===== config.mk =====
export PLATFORM = sky130hd
export DESIGN_NAME = dark_pixel_cnt
export DESIGN_NICKNAME = d
export VERILOG_FILES = /design/src/rtl/dark_pixel_cnt.sv
export SDC_FILE = /design/constraint.sdc
export NUM_CORES = 1
export LEC_CHECK = 0
export CORE_MARGIN = 2
export CORE_UTILIZATION = 40
export DETAILED_ROUTE_END_ITERATION = 7
export PLACE_DENSITY = 0.68
export SYNTH_ARGS = -nofsm -noshare
export SYNTH_HDL_FRONTEND = slang
export SYNTH_SLANG_ARGS = --single-unit

===== constraint.sdc =====
create_clock -name iCLK -period 2.1 [get_ports iCLK]
set_input_delay 0.525 -clock iCLK [delete_from_list [all_inputs] [get_ports iCLK]]
set_output_delay 0.525 -clock iCLK [all_outputs]
set_load 0.05 [all_outputs]

===== src/rtl/dark_pixel_cnt.sv =====
// Counts dark pixels (gray below a threshold) over each camera frame and
// publishes the per-frame count, a saturation flag and a frame counter.
module dark_pixel_cnt #(
  parameter int unsigned       DATA_W  = 12,
  parameter logic [DATA_W-1:0] DARK_TH = DATA_W'(256)
) (
  input  logic              iCLK,
  input  logic              iRST,
  input  logic              iFVAL,
  input  logic              iDVAL,
  input  logic [DATA_W-1:0] iGray,
  input  logic              iEnable,
  output logic [15:0]       oDarkCounter,
  output logic              oCountValid,
  output logic              oSaturated,
  output logic [7:0]        oFrameCnt
);

  typedef enum logic [1:0] {StSync, StIdle, StCount, StLatch} state_e;

  state_e      state_q, state_d;
  logic        fval_q, fval_d;
  logic [15:0] acc_q, acc_d;
  logic        sat_q, sat_d;
  logic [15:0] dark_cnt_q, dark_cnt_d;
  logic        cnt_valid_q, cnt_valid_d;
  logic        out_sat_q, out_sat_d;
  logic [7:0]  frame_cnt_q, frame_cnt_d;

  logic dark_px;
  logic fval_rise;

  assign dark_px   = iDVAL && (iGray < DARK_TH);
  assign fval_rise = iFVAL && !fval_q;

  always_comb begin
    state_d     = state_q;
    fval_d      = iFVAL;
    acc_d       = acc_q;
    sat_d       = sat_q;
    dark_cnt_d  = dark_cnt_q;
    cnt_valid_d = 1'b0;
    out_sat_d   = out_sat_q;
    frame_cnt_d = frame_cnt_q;

    unique case (state_q)
      // Wait for a frame gap so a frame already running at reset is never counted.
      StSync: begin
        if (!iFVAL) state_d = StIdle;
      end
      StIdle: begin
        // iEnable is only honoured on the frame's first cycle, which is itself counted.
        if (fval_rise && iEnable) begin
          state_d = StCount;
          acc_d   = dark_px ? 16'd1 : 16'd0;
          sat_d   = 1'b0;
        end
      end
      StCount: begin
        if (!iFVAL) begin
          state_d = StLatch;
        end else if (dark_px) begin
          if (acc_q == 16'hFFFF) sat_d = 1'b1;
          else                   acc_d = acc_q + 16'd1;
        end
      end
      StLatch: begin
        state_d     = StIdle;
        dark_cnt_d  = acc_q;
        out_sat_d   = sat_q;
        frame_cnt_d = frame_cnt_q + 8'd1;
        cnt_valid_d = 1'b1;
      end
      default: state_d = StSync;
    endcase
  end

  always_ff @(posedge iCLK or negedge iRST) begin
    if (!iRST) begin
      state_q     <= StSync;
      fval_q      <= 1'b0;
      acc_q       <= 16'h0000;
      sat_q       <= 1'b0;
      dark_cnt_q  <= 16'h0000;
      cnt_valid_q <= 1'b0;
      out_sat_q   <= 1'b0;
      frame_cnt_q <= 8'h00;
    end else begin
      state_q     <= state_d;
      fval_q      <= fval_d;
      acc_q       <= acc_d;
      sat_q       <= sat_d;
      dark_cnt_q  <= dark_cnt_d;
      cnt_valid_q <= cnt_valid_d;
      out_sat_q   <= out_sat_d;
      frame_cnt_q <= frame_cnt_d;
    end
  end

  assign oDarkCounter = dark_cnt_q;
  assign oCountValid  = cnt_valid_q;
  assign oSaturated   = out_sat_q;
  assign oFrameCnt    = frame_cnt_q;

endmodule

; ---- Yosys cells after proc, flatten, opt, wreduce, memory -nomap -nowiden
; Cells that the tools add are included.
[totals]
n_memories = 0
inputBits = 17
elab_cells = 47
mem_bits_rw = 0
latchBits = 0
out_inout_bits = 26
mem_bits_ro = 0
regBits = 46
[op_classes]
add_sub_neg = 2
div = 0
shift = 0
eq_ne = 11
bitwise_logic = 0
magnitude_cmp = 1
reduce_logical = 9
multipliers = 0
mux = 16
[ops]
columns = operator, count
row1 = $mux 16, 4
row2 = $pmux 16 s2, 1
row3 = $add 16x1->16 const B, 1
row4 = $eq 16x16->1 const B, 1
row5 = $ne 2x2->1 const B, 7
row6 = $lt 12x9->1 const B, 1
row7 = $reduce_and 5->1, 2
row8 = $add 8x1->8 const B, 1
row9 = $pmux 2 s4, 1
row10 = $mux 1, 6
row11 = $mux 2, 3
row12 = $eq 2x2->1 const B, 2
row13 = $logic_and 1x1->1, 3
row14 = $reduce_and 3->1, 1
row15 = $eq 2x1->1 const B, 1
row16 = $logic_not 2->1, 1
row17 = $pmux 1 s2, 1
row18 = $reduce_bool 2->1, 1
row19 = $logic_not 1->1, 1

; ---- Logic depth before layout (Yosys ltp)
[logic_depth]
depth_word = 5
mapped_depth = 7
mapped_depth_nobuf = 6

; ---- Worst setup path after synthesis
; Ideal clock, no wire load.
[synth_timing]
path_kind = input -> register
from = in iGray[10]
to = reg acc_q[0]
path_buffers = 0
setup_time_ps = 125
setup_slack_ps = 52
stages = 4
arrival_time_ps = 1923
path_cell_list = or4b_4 > or2_4 > o31ai_4 > mux2_2
[synth_via]
elab_chain_len = 5
word_cells_on_any_way = 7
[synth_rtl]
columns = item, line
row1 = start: declaration, 11  ; input logic [DATA_W-1:0] iGray,
row2 = $lt 12x9->1 (*), 33  ; assign dark_px = iDVAL && (iGray < DARK_TH);
row3 = $logic_and 1x1->1 (*), 33
row4 = $mux 1, 55  ; acc_d = dark_px ? 16'd1 : 16'd0;
row5 = $mux 16, 53  ; if (fval_rise && iEnable) begin
row6 = $pmux 16 s2, 46  ; unique case (state_q)
row7 = end signal: assignment, 82  ; acc_q <= 16'h0000;
row8 = end signal: assignment, 91  ; acc_q <= acc_d;
row9 = end: declaration, 23  ; logic [15:0] acc_q, acc_d;
; Mark *: on every way between the ends. The rest lies on a longest branch, timed or not. The select of a mux whose other input is x is not followed.
; A chain may end at the register's enable or synchronous reset.

; ---- Final worst setup path
[layout_timing]
from = reg frame_cnt_q[6], in the netlist oFrameCnt[6]
to = out oFrameCnt[6]
[layout_lines]
columns = item, line
row1 = start: declaration, 28  ; logic [7:0] frame_cnt_q, frame_cnt_d;
row2 = start signal: assignment, 96  ; frame_cnt_q <= frame_cnt_d;
row3 = end: declaration, 16  ; output logic [7:0] oFrameCnt
; No word-level cell between the ends.

==> impl_metrics.tcl <==
set metrics [dict create \
    status "finished clean" \
    timing.slew.headroom_pct 66.6 \
    via_count_of_the_first_global_routing_pass 1755 \
    count_of_warnings_emitted_by_yosys 0 \
    maximum_buffer_depth_of_the_clock_tree 2 \
    synth-main-ff-cell "dfrtp_1" \
    synth_top_family_by_area "simple AND/OR/NAND/NOR gates" \
    timing.hold.worst.class "input port to asynchronous set/reset pin" \
    dieWidth_um 80.4 \
    critical_path.n_buffers_inverters 1 \
    hold_ws_ns 0.155 \
    design.portCount 43 \
    seq_area_frac_synth_pct 49.3 \
    synth.ff_latch_count 46 \
    ctsHtreeMaxLevel 2 \
    critPathKind "flop to primary output" \
    syn_inst 204 \
    post-route-cell-area_mm2 0.00300 \
    grtUsageTotal_pct 16.6 \
    place_area_mm2 0.00287 \
    cellPowerDensity_mw_per_mm2 980 \
    max_freq_mhz 490 \
    post-cts-setup-buffers 0 \
    worst_margin_slew_ns 0.499 \
    setup.worst_path.start_class "flop" \
    crit_slowest_cell "clkdlybuf4s50_1" \
    num-nets-final 281 \
    synth-edff-count 0 \
    detail_route.drc_violations 0 \
    post_synth_fa_ha_maj_area_fraction_pct 3.22 \
    ir_worst_vdd_uv 537 \
    detail_route.vias_per_cell 5.47 \
    post_synth_num_cell_types 47 \
    effective_utilization_at_floorplan_pct 41.9 \
    routed_wirelength_mm 4.79 \
    cts_root_buf "clkbuf_8" \
    worst_setup_hold_path_clk_slew_ns 0.09 \
    report.power.total_mw 2.94 \
    flow.area_growth_from_synthesis_pct 28.7 \
    drt_first_iter_violations 146 \
    cp_data_arrival_time_ns 1.51 \
    port_buffers 34 \
    syn_avg_cell_area_um2 11.4 \
    gr-total-overflow 0 \
    cts.sink_count 46 \
    clock_tree_from_tritoncts "built" \
    first_pass_iters 5 \
    drt.antenna.violating_nets 0 \
    layoutNonFillerInstCount 331 \
    nFillCells 520 \
    share_of_the_synthesized_area_in_the_top_cell_type_pct 49.3 \
    total_die_area_mm2 0.00646 \
    synthMuxAreaShare_pct 10.1 \
    async_flop_share_pct 100 \
    syn_nets 227 \
    timing.critical_path.slowest_cell_delay_ns 0.81 \
    synth_simple_gate_area_share_pct 15.9 \
    setup_violations 0 \
    power.static_leakage_nw 1.33 \
    fin_worst_skew_ns 0.00753 \
    syn-cell-area_mm2 0.00233 \
    final-hold-violation-count 0 \
    post_synth_xor_area_fraction_pct 2.63 \
    clkLatencyLatePin_ns 0.31 \
    maximum_number_of_pins_on_one_net_before_global_route_repair 30 \
    maxSlewViolCount 0 \
    synth_most_common_cell "dfrtp_1" \
    timing.critical_path.required_ns 1.57 \
    die-height_um 80.4 \
    core_mm2 0.00557 \
    detailedPlacementHpwl_mm 3.43 \
    finalCriticalPeriod_ns 2.04 \
    route.detailed.wl_per_inst_um 14.5 \
    synth_area_leader_cell "dfrtp_1" \
    maxCapViolCount 0 \
    critical_path_peak_fanout 3 \
    rows 27 \
    gpl.final_weighted_congestion 0.908 \
    cts_made_buffers 5 \
    post_route_cells_drive_above_1_share_pct 25.1 \
    grt_setup_unrepaired "true" \
    cp_top_family "buffers and inverters" \
    number_of_antenna_violations_at_the_first_check_in_global_routing 0 \
    crit_path_end_kind "primary output" \
    dr_total_vias 1809 \
    timing.critical_path.cells "clkdlybuf4s50_1" \
    dp_cells 322 \
    grt_pass1_wl_mm 8.30 \
    min_period_over_period_pct 97.1 \
    compound_cell_area_share_of_the_yosys_netlist_pct 15.4 \
    synth.cells.most_frequent "46 x dfrtp_1, 20 x mux2_2, 17 x a31oi_1" \
    synth_top_cells_by_area "dfrtp_1 49%, mux2_2 9.7%, a31oi_1 4.6%" \
    antenna-diode-count 0 \
]
cell usage in the layout, fill, tap and decap left out, types with 2 or more instances in the layout:
master / Yosys / layout
xor2_1: 2 / 2
o31ai_1: 2 / 2
dlymetal6s2s_1: 0 / 4
nand4_2: 2 / 2
nor4_1: 2 / 2
or4_1: 2 / 2
o21a_1: 3 / 3
clkdlybuf4s50_1: 0 / 25
nor3_1: 6 / 6
a31oi_1: 17 / 17
o21ai_0: 13 / 13
a2bb2oi_1: 3 / 3
mux2_2: 20 / 20
buf_4: 1 / 20
a21oi_1: 4 / 4
buf_2: 1 / 2
dfrtp_1: 46 / 46
ha_1: 6 / 5
nand2b_1: 2 / 2
and3_1: 3 / 3
nand3_1: 7 / 7
dlygate4sd2_1: 0 / 3
nand2_1: 12 / 12
nor2_1: 8 / 8
xnor2_1: 5 / 5
nand4_1: 3 / 3
inv_1: 5 / 5
a41oi_1: 3 / 3
clkbuf_8: 0 / 5
state kept, by name, summed over array words and instances, names as in the netlist:
name	count
oCountValid	1
acc_q	16
oFrameCnt	8
state_q	2
oDarkCounter	16
sat_q	1
fval_q	1
oSaturated	1
repair_timing:
| item | in CTS | in global routing |
|---|---|---|
| hold buffers | 0 | 0 |
| cloned | 1 | 0 |
| endpoints found under the setup margin | 5 | 14 |
| pin swaps | 3 | 2 |
| resized for setup | 4 | 6 |
path summary, 6_finish.rpt:
path	startpoint	to	slack [ns]	cells past startpoint
max reg2reg	state_q[1]	acc_q[2]	0.19	7
min in group iCLK	oFrameCnt[7]	oFrameCnt[7]	0.49	1
min	iRST	oDarkCounter[7]	0.16	1
min reg2reg	oFrameCnt[7]	oFrameCnt[7]	0.49	1
max	oFrameCnt[6]	oFrameCnt[6]	0.06	1
max in group asynchronous	iRST	acc_q[13]	1.46	2
routing by layer:
layer	up-vias	GRT usage, %	share of wire [%]
met5	-	0	0
met1	891	23.5	48
met2	35	25.0	47
li1	877	-	-
met3	6	3.82	3.3
met4	0	5.59	1.7
cell type report:
class,count,area [µm²],share of cell area [%]
multi-input combinational,144,1110,37.1
inverter,5,18.8,0.625
tap,72,90.1,3.00
clock inverter,3,43.8,1.46
timing repair buffer,56,518,17.2
clock buffer,5,68.8,2.29
sequential,46,1150,38.3
stage by stage:
step	setup WS, ns	util [%]	TNS (ns)
after floorplan	0.0519	-	0
after global placement	-0.346	51.4	-4.65
after detailed placement	-0.389	51.4	-4.84
after CTS	0.0100	53.5	0
after global routing	-0.00573	53.9	-0.00573
final	0.0602	53.9	0
report_power, final:
group / total, mW / internal (mW) / leakage [nW] / switching, mW
Combinational: 1.15 / 0.467 / 0.651 / 0.688
Sequential: 1.13 / 1.01 / 0.619 / 0.118
Clock: 0.662 / 0.357 / 0.0585 / 0.305
Total: 2.94 / 1.83 / 1.33 / 1.11
cell families (layout without fill, tap and decap cells):
| kind of cell | Yosys count | in the layout |
|---|---|---|
| XOR/XNOR | 7 | 7 |
| multiplexers | 21 | 21 |
| buffers and inverters | 14 | 69 |
| AND/OR/NAND/NOR | 60 | 60 |
| flip-flops | 46 | 46 |
| AO/OA/AOI/OAI | 50 | 50 |
| adder cells (fa/ha/maj) | 6 | 6 |
(Power assumes the default switching activity.)
